## config.mk

```make
export PLATFORM = sky130hd
export DESIGN_NAME = io_input_cond
export DESIGN_NICKNAME = d
export VERILOG_FILES = /design/src/rtl/io_pkg.sv /design/src/rtl/io_debounce.sv /design/src/rtl/io_input_cond.sv
export SDC_FILE = /design/constraint.sdc
export NUM_CORES = 1
export LEC_CHECK = 0
export ABC_AREA = 1
export BUFFER_PORTS_ARGS = -buffer_cell sky130_fd_sc_hd__buf_2
export CAP_MARGIN = 20
export CORE_MARGIN = 2
export CORE_UTILIZATION = 60
export DETAILED_ROUTE_END_ITERATION = 7
export PLACE_DENSITY_LB_ADDON = 0.1
export SLEW_MARGIN = 20
export SYNTH_ARGS = -nofsm -noshare
export SYNTH_HDL_FRONTEND = slang
export SYNTH_SLANG_ARGS = --single-unit
```

## constraint.sdc

```tcl
create_clock -name clk -period 2.7 [get_ports clk]
set_input_delay 0.405 -clock clk [delete_from_list [all_inputs] [get_ports clk]]
set_output_delay 0.405 -clock clk [all_outputs]
set_load 0.05 [all_outputs]
```

## src/rtl/io_pkg.sv

```systemverilog
// Shared constants and helpers for the board I/O conditioning blocks.
package io_pkg;

    localparam int SW_W_DEF      = 32;
    localparam int BTN_W_DEF     = 4;
    localparam int DEB_CNT_BOARD = 50000;
    localparam int DEB_CNT_SIM   = 4;

    // Bits needed to hold a count of 0..n.
    function automatic int cnt_w(input int n);
        return $clog2(n + 1);
    endfunction

endpackage

```

## src/rtl/io_debounce.sv

```systemverilog
// One push-button lane: two-flop synchroniser, debounce counter, press pulse and
// write-1-to-clear sticky press flag. The pin is active-low; all outputs are active-high.
module io_debounce
    import io_pkg::*;
#(
    parameter int DEB_CNT = DEB_CNT_BOARD
) (
    input  logic clk,
    input  logic rst,
    input  logic pin_n,
    input  logic clr,
    output logic level,
    output logic pulse,
    output logic press
);

    localparam int             CW       = cnt_w(DEB_CNT);
    localparam logic [CW-1:0]  CNT_LAST = CW'(DEB_CNT - 1);

    logic          sync1;
    logic          sync2;
    logic [CW-1:0] cnt;
    logic          s;
    logic          accept;
    logic          rise;

    assign s      = ~sync2;
    assign accept = (s != level) && (cnt == CNT_LAST);
    assign rise   = accept && s;

    // NOTE: every flop here updates with <= so all of them sample the values from
    // before the edge; blocking = would let sync2 see this edge's sync1.
    always_ff @(posedge clk) begin
        if (rst) begin
            // Sync flops hold the released pin level so leaving reset is not a press.
            sync1 <= 1'b1;
            sync2 <= 1'b1;
            level <= 1'b0;
            cnt   <= '0;
            pulse <= 1'b0;
            press <= 1'b0;
        end else begin
            sync1 <= pin_n;
            sync2 <= sync1;

            if (s == level) begin
                cnt <= '0;
            end else if (accept) begin
                level <= s;
                cnt   <= '0;
            end else begin
                cnt <= cnt + CW'(1);
            end

            pulse <= rise;
            // A new press outranks a clear landing on the same edge.
            press <= rise | (press & ~clr);
        end
    end

endmodule

```

## src/rtl/io_input_cond.sv

```systemverilog
// Input conditioner between board pins and the core: synchronised switches and
// debounced, active-high buttons with press pulses and sticky press flags.
module io_input_cond
    import io_pkg::*;
#(
    parameter int SW_W    = SW_W_DEF,
    parameter int BTN_W   = BTN_W_DEF,
    parameter int DEB_CNT = DEB_CNT_BOARD
) (
    input  logic             clk,
    input  logic             rst,
    input  logic [SW_W-1:0]  sw_i,
    input  logic [BTN_W-1:0] btn_i,
    input  logic [BTN_W-1:0] clr_i,
    output logic [SW_W-1:0]  sw_o,
    output logic [BTN_W-1:0] btn_o,
    output logic [BTN_W-1:0] btn_pulse_o,
    output logic [BTN_W-1:0] btn_press_o
);

    logic [SW_W-1:0] sw_s1;

    // Switches are slow-moving levels, so synchronising without debounce is enough.
    always_ff @(posedge clk) begin
        if (rst) begin
            sw_s1 <= '0;
            sw_o  <= '0;
        end else begin
            sw_s1 <= sw_i;
            sw_o  <= sw_s1;
        end
    end

    for (genvar i = 0; i < BTN_W; i++) begin : g_btn
        io_debounce #(
            .DEB_CNT(DEB_CNT)
        ) u_deb (
            .clk  (clk),
            .rst  (rst),
            .pin_n(btn_i[i]),
            .clr  (clr_i[i]),
            .level(btn_o[i]),
            .pulse(btn_pulse_o[i]),
            .press(btn_press_o[i])
        );
    end

endmodule

```

# == Yosys cells after proc, flatten, opt, wreduce, memory -nomap -nowiden ==
# Index checks and enable logic that the tools add are counted.
# W data, S select, Z words.
# totals
ramBits,0
output_inout_bits,44
in_bits,42
latch_bits,0
mem_bits_ro,0
wordCells,78
register_bits,148
memories,0
# classes
multipliers,0
magnitude_cmp,0
div,0
n_reduce_logical,16
bitwise,20
shifts,0
n_eq_ne,12
addsub,4
muxes,0
# op_table
op,count
$add A16 B1 Y16 const B,4
$eq A16 B16 Y1 const B,4
$not A1 Y1,12
$reduce_or A3 Y1,4
$logic_and A1 B1 Y1,8
$reduce_and A2 Y1,4
$and A1 B1 Y1,4
$eq A1 B1 Y1,4
$ne A1 B1 Y1,4
$or A1 B1 Y1,4

# == Longest topological paths before layout ==
# Gate-level depths: netlist of the first run.
# depth
depth_word,5
mapped_depth,9
depth_no_buf,8

# == By module ==
# A second synthesis of the first run with hierarchy kept.
# hier_totals
hier_cells,779
area_unflattened_um2,5914.4
# by_module_without_submodules
mod,cells_each,area_per_inst_um2,seq_area_each_um2,n_inst
io_debounce,145,1018.5,420.4,4
io_input_cond,199,1840.5,1281.2,1

# == Worst setup path after synthesis of the first run ==
# No wires, ideal clock.
# synth_path
kind,flip-flop to flip-flop
from,reg g_btn[2].u_deb.cnt[0]
to,reg g_btn[2].u_deb.cnt[13]
n_path_buf,1
setup_time_ns,0.112
path_stages_with_launch,8
synth_period_minus_slack_ns,1.309
required_ns,2.588
slack_ns,1.391
t_arrival_ns,1.197
path_cell_list,dfxtp_1 > ha_1 > nand3_2 > nor2_2 > nand2_1 > nand2_2 > buf_6 > nor2_1
# synth_between
elab_chain_len,3
elab_cells_between_ends,4
classes_between,1 x add/sub; 1 x eq/ne; 2 x reduce/logical
# synth_rtl
element,line_no,source
start: declaration,io_debounce.sv:22,logic [CW-1:0] cnt;
start signal: assignment,io_debounce.sv:52,cnt <= cnt + CW'(1);
branches (longest 3 deep; another with $add A16 B1 Y16),--,
# Several ways; the timed one is not identified.
# A chain may end at the register's enable or synchronous reset.

# == Worst setup path after layout of the first run ==
# layout_path
from,reg g_btn[3].u_deb.level
to,out btn_o[3]
# layout_rtl
element,line_no,source
start: declaration,io_debounce.sv:12,"output logic level,"
start signal: assignment,io_debounce.sv:49,level <= s;
end: declaration,io_input_cond.sv:16,"output logic [BTN_W-1:0] btn_o,"
# No word-level cell between the ends.

==> results of run 1 <==
synthesized netlist by cell type:
| cell | number |
|---|---|
| buf_2 | 2 |
| dfxtp_1 | 148 |
| nand2_2 | 3 |
| nor2_4 | 2 |
| nor2_1 | 185 |
| nand3_1 | 35 |
| nor2_2 | 5 |
| nand4_1 | 17 |
| inv_1 | 126 |
| clkbuf_1 | 7 |
| nor3_1 | 7 |
| ha_1 | 4 |
| nand3_2 | 5 |
| or2_2 | 10 |
| o21bai_1 | 4 |
| xor2_1 | 21 |
| a21oi_1 | 16 |
| nand3b_1 | 5 |
| o21ai_0 | 5 |
| buf_6 | 2 |
| nand2_1 | 127 |
| or2_0 | 3 |
| buf_4 | 14 |
| xnor2_1 | 10 |
per-stage QoR:
| stage | utilization | power [mW] |
|---|---|---|
| final | 0.734 | 4.71 |
| after floorplan | - | 2.43 |
| after global routing | 0.734 | 4.86 |
| after CTS | 0.734 | 4.75 |
| after detailed placement | 0.671 | 2.50 |
| after global placement | 0.671 | 2.49 |
worst reg2reg max path: stages, from the launching register on:
cell and delay, ps:
dfxtp_1 390, ha_1 230, nand3_2 160, nor2_2 190, nand2_1 110, nand2_2 270
nor2_1 100
worst min-delay path by stage:
stage                    startpoint                               to  slack [ps]
2_1_floorplan   sw_s1[0]$_SDFF_PP0_               sw_o[0]$_SDFF_PP0_         390
3_3_place_gp   sw_s1[13]$_SDFF_PP0_              sw_o[13]$_SDFF_PP0_         390
3_5_place_dp   sw_s1[25]$_SDFF_PP0_              sw_o[25]$_SDFF_PP0_         390
4_1_cts                    btn_i[3]  g_btn[3].u_deb.sync1$_SDFF_PP1_          50
5_1_grt                    btn_i[1]  g_btn[1].u_deb.sync1$_SDFF_PP1_          60
6_report                   btn_i[1]  g_btn[1].u_deb.sync1$_SDFF_PP1_          70
power groups by stage:
stage          registers [mW]  logic [mW]  clock network (mW)
3_3_place_gp             2.30       0.192                   0
4_1_cts                  2.25       0.197                2.30
6_report                 2.25       0.195                2.26
2_1_floorplan            2.36      0.0678                   0
5_1_grt                  2.25       0.215                2.39
3_5_place_dp             2.30       0.196                   0
per-layer routing:
metal | GRT usage | up-vias | wire length (µm)
li1 | - | 2452 | -
met2 | 0.364 | 98 | 5130
met5 | 0 | - | 0
met1 | 0.259 | 2100 | 4770
met4 | 0.0749 | 0 | 140
met3 | 0.0828 | 12 | 630
sequential cells by signal (all words and copies together), names as in the netlist:
signal             cells
g_btn.u_deb.cnt       64
g_btn.u_deb.level      4
g_btn.u_deb.press      4
g_btn.u_deb.pulse      4
g_btn.u_deb.sync1      4
g_btn.u_deb.sync2      4
sw_o                  32
sw_s1                 32
layout make-up:
type / count / area share
Timing Repair Buffer: 88 / 0.0657
Sequential cell: 148 / 0.435
Multi-Input combinational cell: 464 / 0.321
Tap cell: 129 / 0.0237
Inverter: 126 / 0.0694
Clock buffer: 17 / 0.0608
Clock inverter: 15 / 0.0248
kinds of logic (layout without fill, tap and decap cells):
kind of cell | after synthesis | count (layout) | share of synthesized area
AND/OR/NAND/NOR | 404 | 404 | 0.299
buffers and inverters | 151 | 246 | 0.110
flip-flops | 148 | 148 | 0.512
XOR/XNOR | 31 | 31 | 0.0469
AO/OA/AOI/OAI | 25 | 25 | 0.0234
adder cells (fa/ha/maj) | 4 | 4 | 0.00865
==> qor.yml, run 1 <==
power_and_ir_drop:
  p_sw_frac: 0.243
  power_frac_comb: 0.041
  ir_drop_mv: 0.529
  internal-power_mw: 3.56
  switching_power_mw: 1.14
  power.density_nw_per_um2: 691
  leakagePower_nw: 2.93
  pwr-share-seq: 0.478
  p_clk_frac: 0.481
synthesis:
  synth_top_area_cell: "dfxtp_1"
  ys_types: 24
  avgSynthCellArea_um2: 7.58
  synthesis.area_um2: 5790
  ys_seq_area_frac: 0.512
  synth_cells: 763
  yosysTopAreaCellShare: 0.512
  yosysWarnings: 0
  synth_area_leaders: "dfxtp_1, nor2_1, nand2_1, inv_1, xor2_1"
  ys_ff_latch: 148
  synth_nets: 809
finish:
  most-common-layout-cells: "nor2_1, dfxtp_1, nand2_1"
  finalNetCount: 891
  fillers: 747
  drive_above_1_share: 0.169
  stdcell_count: 987
  diodes: 0
  syn2layout_area_growth_pct: 17.8
  multi_input_area_um2: 2190
  stdcell_area_um2: 6810
  register_area_um2: 2960
  layout_commonest_cell: "nor2_1"
critical_path:
  crit_buf_inv: 1
  critPathKind: "flip-flop to output port"
  crit_path_top_delay_cell: "dfxtp_1"
  reg2reg_to: "g_btn[2].u_deb.cnt[13]$_SDFF_PP0_"
  rr_startpoint: "g_btn[2].u_deb.cnt[0]$_SDFF_PP0_"
  required_ps: 2300
  critical_path_depth: 1
  critPathLaunchType: "flip-flop"
  reg2reg_slack_ps: 1140
  crit_arrival_ps: 1210
  crit_path_start: "g_btn[3].u_deb.level$_SDFFE_PP0P_"
  cp-end-kind: "output port"
  worst_r2r_path_depth: 6
  worstPathCellList: "buf_2"
  crit_path_max_fanout: 3
  crit_path_max_incr_delay_ps: 400
  cpLargestDelayFamily: "flip-flops"
  crit_end: "btn_o[3]"
drt:
  drc: 0
  vias_per_cell: 4.72
  drt_wl_total_um: 10700
  via_count: 4662
  drtAntennaViolNets: 0
  drt-wirelength-per-cell_um: 10.8
  drt_iter0_drc: 154
  dr.pass1.iters: 4
job:
  drv_cap: 0
clock_network:
  ctsRootBufferMaster: "clkbuf_8"
  ctsHoldBuffers: 0
  cts_buffers: 17
  cts.clk_slew.worst_paths_ps: 70
  post_cts_resized: 0
  cts_sinks: 148
  post_cts_buffers: 0
  cts_tree: "yes"
  clock_path_buffers: 2
  insertion_delay_ps: 520
  cts_max_level: 4
die:
  rows: 35
  start_util: 0.623
  die_w_um: 102
  die_y_um: 102
  die-area_um2: 10400
  coreArea_um2: 9280
  boundaryPins: 86
grt:
  grt_pass1_wl_um: 18100
  antenna_found_initial: 0
  grt_max_degree: 29
  grtUsageTotal: 0.218
  grt_pass1_vias: 4339
  gr-total-overflow: 0
status:
  status: "finished clean"
placement:
  port_buffers: 85
  placed_cell_area_um2: 6230
  dp.final_hpwl_um: 7760
  place_inst: 955
  gp_congestion: 0.858
  pre_cts_ws_ps: 1020
timing:
  maxSlewHeadroom: 0.699
  timing.hold.ws_ps: 66.8
  fmax_mhz: 617
  min_period_ps: 1620
  tns_ps: 0
  hold_viol_final: 0
  rsz0062_at_grt: "no"
  drv_slew: 0
  setup_viol: 0
  worstMarginPinSlew_ps: 451
  fin_crit_sh: 0.600
  finClkSkew_ps: 8.86
  setup_ws_ps: 1080
min_path:
  hp-class: "primary input to flip-flop"
  hold_depth: 2
(Power assumes the default switching activity.)
==> run 2, diff against run 1 <==
--- a/config.mk
+++ b/config.mk
@@ -9,7 +9,7 @@
 export BUFFER_PORTS_ARGS = -buffer_cell sky130_fd_sc_hd__buf_2
 export CAP_MARGIN = 20
 export CORE_MARGIN = 2
-export CORE_UTILIZATION = 60
+export CORE_UTILIZATION = 56
 export DETAILED_ROUTE_END_ITERATION = 7
 export PLACE_DENSITY_LB_ADDON = 0.1
 export SLEW_MARGIN = 20
==> constraint.sdc (replaced) <==
create_clock -name clk -period 1.6 [get_ports clk]
set_input_delay 0.24 -clock clk [delete_from_list [all_inputs] [get_ports clk]]
set_output_delay 0.24 -clock clk [all_outputs]
set_load 0.05 [all_outputs]
==> run 2 against run 1 <==
Compared with the run above: combinational power up 120%; hold slack lost 30 ps; register-to-register slack worse by 970 ps; non-clock buffer count is 40 higher; power is 72% higher; clock-buffer cell count is 2 higher; critical path depth is the same; clock power is 71% higher; cell area is 6.5% higher; sequential power increased by 69%; critical path type unchanged; first-iteration DRC count increased by 35%; sequential share of layout area shrank 2.6 points.
==> qor.yml, run 2 (synthesized netlist as in run 1, its figures left out) <==
finish:
  layout_commonest_cell: "nor2_1"
  largestRegisters: "g_btn.u_deb.cnt (64), sw_o (32), sw_s1 (32)"
  top_register: "g_btn.u_deb.cnt"
  largest_reg_flops: 64  # unchanged
  stdcell_count: 1034  # +4.8%
  finalNetCount: 931  # +4.5%
  most-common-layout-cells: "nor2_1, dfxtp_1, nand2_1"
  diodes: 0  # unchanged
  post-route-util: 0.712  # -0.0217
  fillers: 811  # +8.6%
  stdcell_area_um2: 7250  # +6.5%
  drive_above_1_share: 0.163  # -0.00641
  syn2layout_area_growth_pct: 25.4
clock_network:
  clock_path_buffers: 2  # unchanged
  cts.clk_slew.worst_paths_ps: 60  # about the same
  cts_tree: "yes"
  post_cts_buffers: 0  # unchanged
  insertion_delay_ps: 530  # about the same
  cts_sinks: 148  # unchanged
  cts_max_level: 4  # unchanged
  ctsRootBufferMaster: "clkbuf_8"
  cts_buffers: 17  # unchanged
min_path:
  hold_depth: 2  # unchanged
  hold_path_end: "g_btn[2].u_deb.level$_SDFFE_PP0P_"
  hp-class: "primary input to flip-flop"
  hp-start: "rst"
placement:
  dp.final_hpwl_um: 7780  # +0.28%
  place_inst: 962  # +0.73%
  port_buffers: 85  # unchanged
  gp_congestion: 0.889  # +3.6%
  placed_cell_area_um2: 6250  # +0.34%
critical_path:
  crit_path_top_delay_cell: "dfxtp_1"
  critPathLaunchType: "flip-flop"
  critPathKind: "flip-flop to output port"
  worstPathCellList: "buf_2"
  crit_path_max_fanout: 3  # unchanged
  required_ps: 1360  # -940 ps
  crit_buf_inv: 1  # unchanged
  cp-end-kind: "output port"
  crit_path_max_incr_delay_ps: 390  # about the same
  rr_startpoint: "g_btn[2].u_deb.cnt[0]$_SDFF_PP0_"
  reg2reg_slack_ps: 170  # -970 ps
  worst_r2r_path_depth: 6  # unchanged
  crit_arrival_ps: 1210  # about the same
  cpLargestDelayFamily: "flip-flops"
  reg2reg_to: "g_btn[2].u_deb.cnt[8]$_SDFF_PP0_"
grt:
  grtUsageTotal: 0.228  # +0.0100
  gr-total-overflow: 0  # unchanged
  grt_max_degree: 33  # +14%
  antenna_found_initial: 0  # unchanged
  grt_pass1_vias: 4678  # +7.8%
  grt_pass1_wl_um: 20100  # +11%
power_and_ir_drop:
  power_frac_comb: 0.052  # +0.011
  total_power_mw: 8.09  # +72%
  switching_power_mw: 1.82  # +60%
  pwr-share-seq: 0.470  # -0.008
  ir_drop_mv: 1.00  # +90%
  p_clk_frac: 0.478  # -0.003
  leakagePower_nw: 3.10  # +5.7%
  p_sw_frac: 0.226  # -0.0172
  power.density_nw_per_um2: 1110  # +61%
  internal-power_mw: 6.26  # +76%
job:
  drv_cap: 0  # unchanged
drt:
  via_count: 4820  # +3.4%
  drc: 0  # unchanged
  drt_iter0_drc: 208  # +35%
  vias_per_cell: 4.66  # -1.3%
  drt_wl_total_um: 12100  # +13%
  dr.pass1.iters: 4  # unchanged
  drtAntennaViolNets: 0  # unchanged
  drt-wirelength-per-cell_um: 11.7  # +8.2%
timing:
  hold_viol_final: 0  # unchanged
  min_period_ps: 1450
  tns_ps: 0  # unchanged
  drv_slew: 0  # unchanged
  fin_crit_sh: 0.908
  rsz0062_at_grt: "no"
  fmax_mhz: 688
  finClkSkew_ps: 4.21  # -4.65 ps
  maxSlewHeadroom: 0.757  # +0.0579
  setup_viol: 0  # unchanged
  worstMarginPinSlew_ps: 364  # -87.3 ps
die:
  boundaryPins: 86  # unchanged
  die-area_um2: 11200  # +6.9%
  coreArea_um2: 10200  # +9.7%
  start_util: 0.568  # -0.0551
  rows: 37  # +5.7%
  die_y_um: 106  # +3.4%
  die_w_um: 106  # +3.4%
status:
  status: "finished clean"
[run 2: cell count changes in the layout (fill, tap and decap cells not counted), sizes merged]
| cell | previous run | this run |
|---|---|---|
| clkbuf | 17 | 19 |
| clkinvlp | 2 | 5 |
| clkinv | 4 | 3 |
| inv | 134 | 129 |
| bufinv | 1 | 2 |
| dlygate4sd3 | 0 | 40 |
[run 2: per-layer routing]
metal	wire length, µm	GRT usage
met5	0	0
met4	224	0.0996
met3	664	0.0730
met2	6050	0.409
met1	5170	0.245
[run 2: repair_timing]
item | CTS | global route
setup endpoints to repair | 0 | 31
resized for setup | 0 | 3
endpoints found under the hold margin | 40 | 0
hold buffers | 40 | 0
[run 2: stage by stage]
step	setup WS, ps	hold WS, ps
floorplan	291	344
global route	14.9	27.9
CTS	91.2	10.9
detailed placement	117	393
global placement	200	389
finish	147	36.5
[run 2: worst max-delay path by stage]
stage                                      startpoint                                 to  slack (ps)  cells past startpoint
global placement     g_btn[1].u_deb.cnt[0]$_SDFF_PP0_  g_btn[1].u_deb.cnt[15]$_SDFF_PP0_         200                      8
finish              g_btn[3].u_deb.level$_SDFFE_PP0P_                           btn_o[3]         150                      1
CTS                  g_btn[2].u_deb.cnt[0]$_SDFF_PP0_   g_btn[2].u_deb.cnt[8]$_SDFF_PP0_          90                      6
global route         g_btn[0].u_deb.cnt[0]$_SDFF_PP0_   g_btn[0].u_deb.cnt[8]$_SDFF_PP0_          10                      6
floorplan            g_btn[2].u_deb.cnt[0]$_SDFF_PP0_  g_btn[2].u_deb.cnt[13]$_SDFF_PP0_         290                      7
detailed placement   g_btn[2].u_deb.cnt[0]$_SDFF_PP0_  g_btn[2].u_deb.cnt[13]$_SDFF_PP0_         120                      6
[run 2: final cells by class]
| class | count | area [µm²] | share of cell area |
|---|---|---|---|
| clock buffer | 19 | 442 | 0.0609 |
| timing repair buffer | 128 | 861 | 0.119 |
| inverter | 126 | 473 | 0.0652 |
| tap | 136 | 170 | 0.0235 |
| sequential | 148 | 2960 | 0.409 |
| multi-input combinational | 464 | 2200 | 0.303 |
| clock inverter | 13 | 149 | 0.0205 |
[run 2: power by group through the flow]
stage               combinational, mW  clock (mW)  sequential [mW]
floorplan                       0.114           0             3.99
global placement                0.329           0             3.88
detailed placement              0.336           0             3.88
CTS                             0.413        3.95             3.80
global route                    0.455        4.10             3.80
finish                          0.421        3.87             3.80
==> run 3, diff against run 2 <==
--- a/config.mk
+++ b/config.mk
@@ -11,7 +11,7 @@
 export CORE_MARGIN = 2
 export CORE_UTILIZATION = 56
 export DETAILED_ROUTE_END_ITERATION = 7
-export PLACE_DENSITY_LB_ADDON = 0.1
+export PLACE_DENSITY = 0.79
 export SLEW_MARGIN = 20
 export SYNTH_ARGS = -nofsm -noshare
 export SYNTH_HDL_FRONTEND = slang
==> run 3 against run 2 <==
Compared with the run above: die area unchanged; clock-buffer cell count fell by 1; global-route usage is 0.068 points lower; register-to-register slack about the same; sequential share of layout area down 0.15 points; maximum frequency grew 1.5%; combinational power is essentially flat; critical endpoint is now g_btn[3].u_deb.cnt[14]$_SDFF_PP0_; largest power group unchanged.
==> qor.yml, run 3 (synthesized netlist as in run 1, its figures left out) <==
status:
  status: "finished clean"
drt:
  drtAntennaViolNets: 0  # unchanged
  drt_iter0_drc: 159  # -24%
  drc: 0  # unchanged
  via_count: 4814  # -0.12%
  drt-wirelength-per-cell_um: 11.4  # -2.5%
  vias_per_cell: 4.66  # -0.12%
  drt_wl_total_um: 11800  # -2.5%
  dr.pass1.iters: 6  # +2
grt:
  grt_pass1_vias: 4797  # +2.5%
  grtUsageTotal: 0.227  # -0.000676
  antenna_found_initial: 0  # unchanged
  grt_pass1_wl_um: 20400  # +1.3%
  grt_max_degree: 51  # +55%
  gr-total-overflow: 0  # unchanged
placement:
  placed_cell_area_um2: 6250  # unchanged
  gp_congestion: 0.862  # -3.0%
  port_buffers: 85  # unchanged
  place_inst: 962  # unchanged
  dp.final_hpwl_um: 7460  # -4.1%
  pre_cts_ws_ps: 127  # +10.6 ps
finish:
  finalNetCount: 931  # unchanged
  layout_commonest_cell: "nor2_1"
  register_area_um2: 2960  # about the same
  post-route-util: 0.715  # +0.00233
  top_register: "g_btn.u_deb.cnt"
  multi_input_area_um2: 2200  # unchanged
  syn2layout_area_growth_pct: 25.8
  fillers: 746  # -8.0%
  largest_reg_flops: 64  # unchanged
  largestRegisters: "g_btn.u_deb.cnt (64), sw_o (32), sw_s1 (32)"
  drive_above_1_share: 0.160  # -0.00223
  stdcell_area_um2: 7280  # +0.33%
  stdcell_count: 1034  # unchanged
  diodes: 0  # unchanged
  most-common-layout-cells: "nor2_1, dfxtp_1, nand2_1"
clock_network:
  ctsRootBufferMaster: "clkbuf_8"
  clock_path_buffers: 2  # unchanged
  post_cts_buffers: 0  # unchanged
  cts_buffers: 17  # unchanged
  cts_tree: "yes"
  cts_sinks: 148  # unchanged
  cts.clk_slew.worst_paths_ps: 60  # about the same
  cts_max_level: 4  # unchanged
  insertion_delay_ps: 510  # -20 ps
critical_path:
  crit_path_max_fanout: 16  # +13
  worstPathCellList: "ha_1 -> nand3_2 -> nor2_1 -> nand2_1 -> nand3_2 -> nor2_1"
  crit_path_top_delay_cell: "dfxtp_1"
  crit_arrival_ps: 1820  # +610 ps
  crit_path_max_incr_delay_ps: 380  # about the same
  crit_buf_inv: 0  # -1
  cpLargestDelayFamily: "simple AND/OR/NAND/NOR gates"
  required_ps: 1990  # +630 ps
  critPathKind: "flip-flop to flip-flop"
  cp-end-kind: "flip-flop"
  critPathLaunchType: "flip-flop"
timing:
  setup_ws_ps: 168  # +21.0 ps
  tns_ps: 0  # unchanged
  maxSlewHeadroom: 0.747  # -0.00969
  setup_viol: 0  # unchanged
  fin_crit_sh: 0.895  # -0.0131
  hold_viol_final: 0  # unchanged
  rsz0062_at_grt: "no"
  finClkSkew_ps: 6.81  # +2.60 ps
  drv_slew: 0  # unchanged
  min_period_ps: 1430  # -21.0 ps
  fmax_mhz: 698  # +1.5%
  worstMarginPinSlew_ps: 378  # +14.5 ps
  timing.hold.ws_ps: 173  # +136 ps
die:
  coreArea_um2: 10200  # unchanged
  die_y_um: 106  # unchanged
  start_util: 0.568  # unchanged
  die-area_um2: 11200  # unchanged
  die_w_um: 106  # unchanged
  rows: 37  # unchanged
  boundaryPins: 86  # unchanged
power_and_ir_drop:
  power.density_nw_per_um2: 1140  # +2.4%
  leakagePower_nw: 3.13  # +0.84%
  total_power_mw: 8.31  # +2.7%
  ir_drop_mv: 0.871  # -13%
job:
  drv_cap: 0  # unchanged
min_path:
  hp-class: "primary input to flip-flop"
==> run 3: changes by cell type in the layout (fill, tap and decap cells not counted), sizes merged <==
cell / change
clkinvlp: -4
bufinv: +2
clkinv: +2
clkbuf: -1
inv: +1
==> run 3: power breakdown <==
part | internal (mW) | switching [mW] | leakage [nW]
logic | 0.169 | 0.254 | 1.62
clock network | 2.55 | 1.53 | 0.302
registers | 3.77 | 0.0266 | 1.21
==> run 3: metal layers <==
metal,GRT usage,part of all wire,up-vias
met4,0.0921,0.015,0
met2,0.404,0.52,107
li1,-,-,2531
met5,0,0,-
met3,0.0742,0.051,18
met1,0.250,0.42,2158
==> run 3: repair_timing <==
action | CTS | global route
hold buffers | 40 | 0
hold endpoints to repair | 40 | 0
setup endpoints to repair | 0 | 8
gates resized for setup | 0 | 2
==> run 3: final cells by class <==
| cell class | instances | share of cell area |
|---|---|---|
| multi-input combinational | 464 | 0.302 |
| clock buffer | 18 | 0.0574 |
| sequential | 148 | 0.407 |
| tap | 136 | 0.0234 |
| inverter | 126 | 0.0650 |
| clock inverter | 14 | 0.0272 |
| timing repair buffer | 128 | 0.118 |
==> run 3: tightest hold or removal path, cell delays in order <==
cell	delay (ps)
buf_2	150
buf_4	190
a21oi_1	60
==> run 3: worst paths after layout <==
kind,start,to,slack [ps],cells after the start
worst min register to register,sw_s1[24]$_SDFF_PP0_,sw_o[24]$_SDFF_PP0_,400,2
worst max register to register,g_btn[3].u_deb.cnt[0]$_SDFF_PP0_,g_btn[3].u_deb.cnt[14]$_SDFF_PP0_,170,6
worst max-delay path,g_btn[3].u_deb.cnt[0]$_SDFF_PP0_,g_btn[3].u_deb.cnt[14]$_SDFF_PP0_,170,6
worst min-delay path,rst,g_btn[2].u_deb.level$_SDFFE_PP0P_,170,3
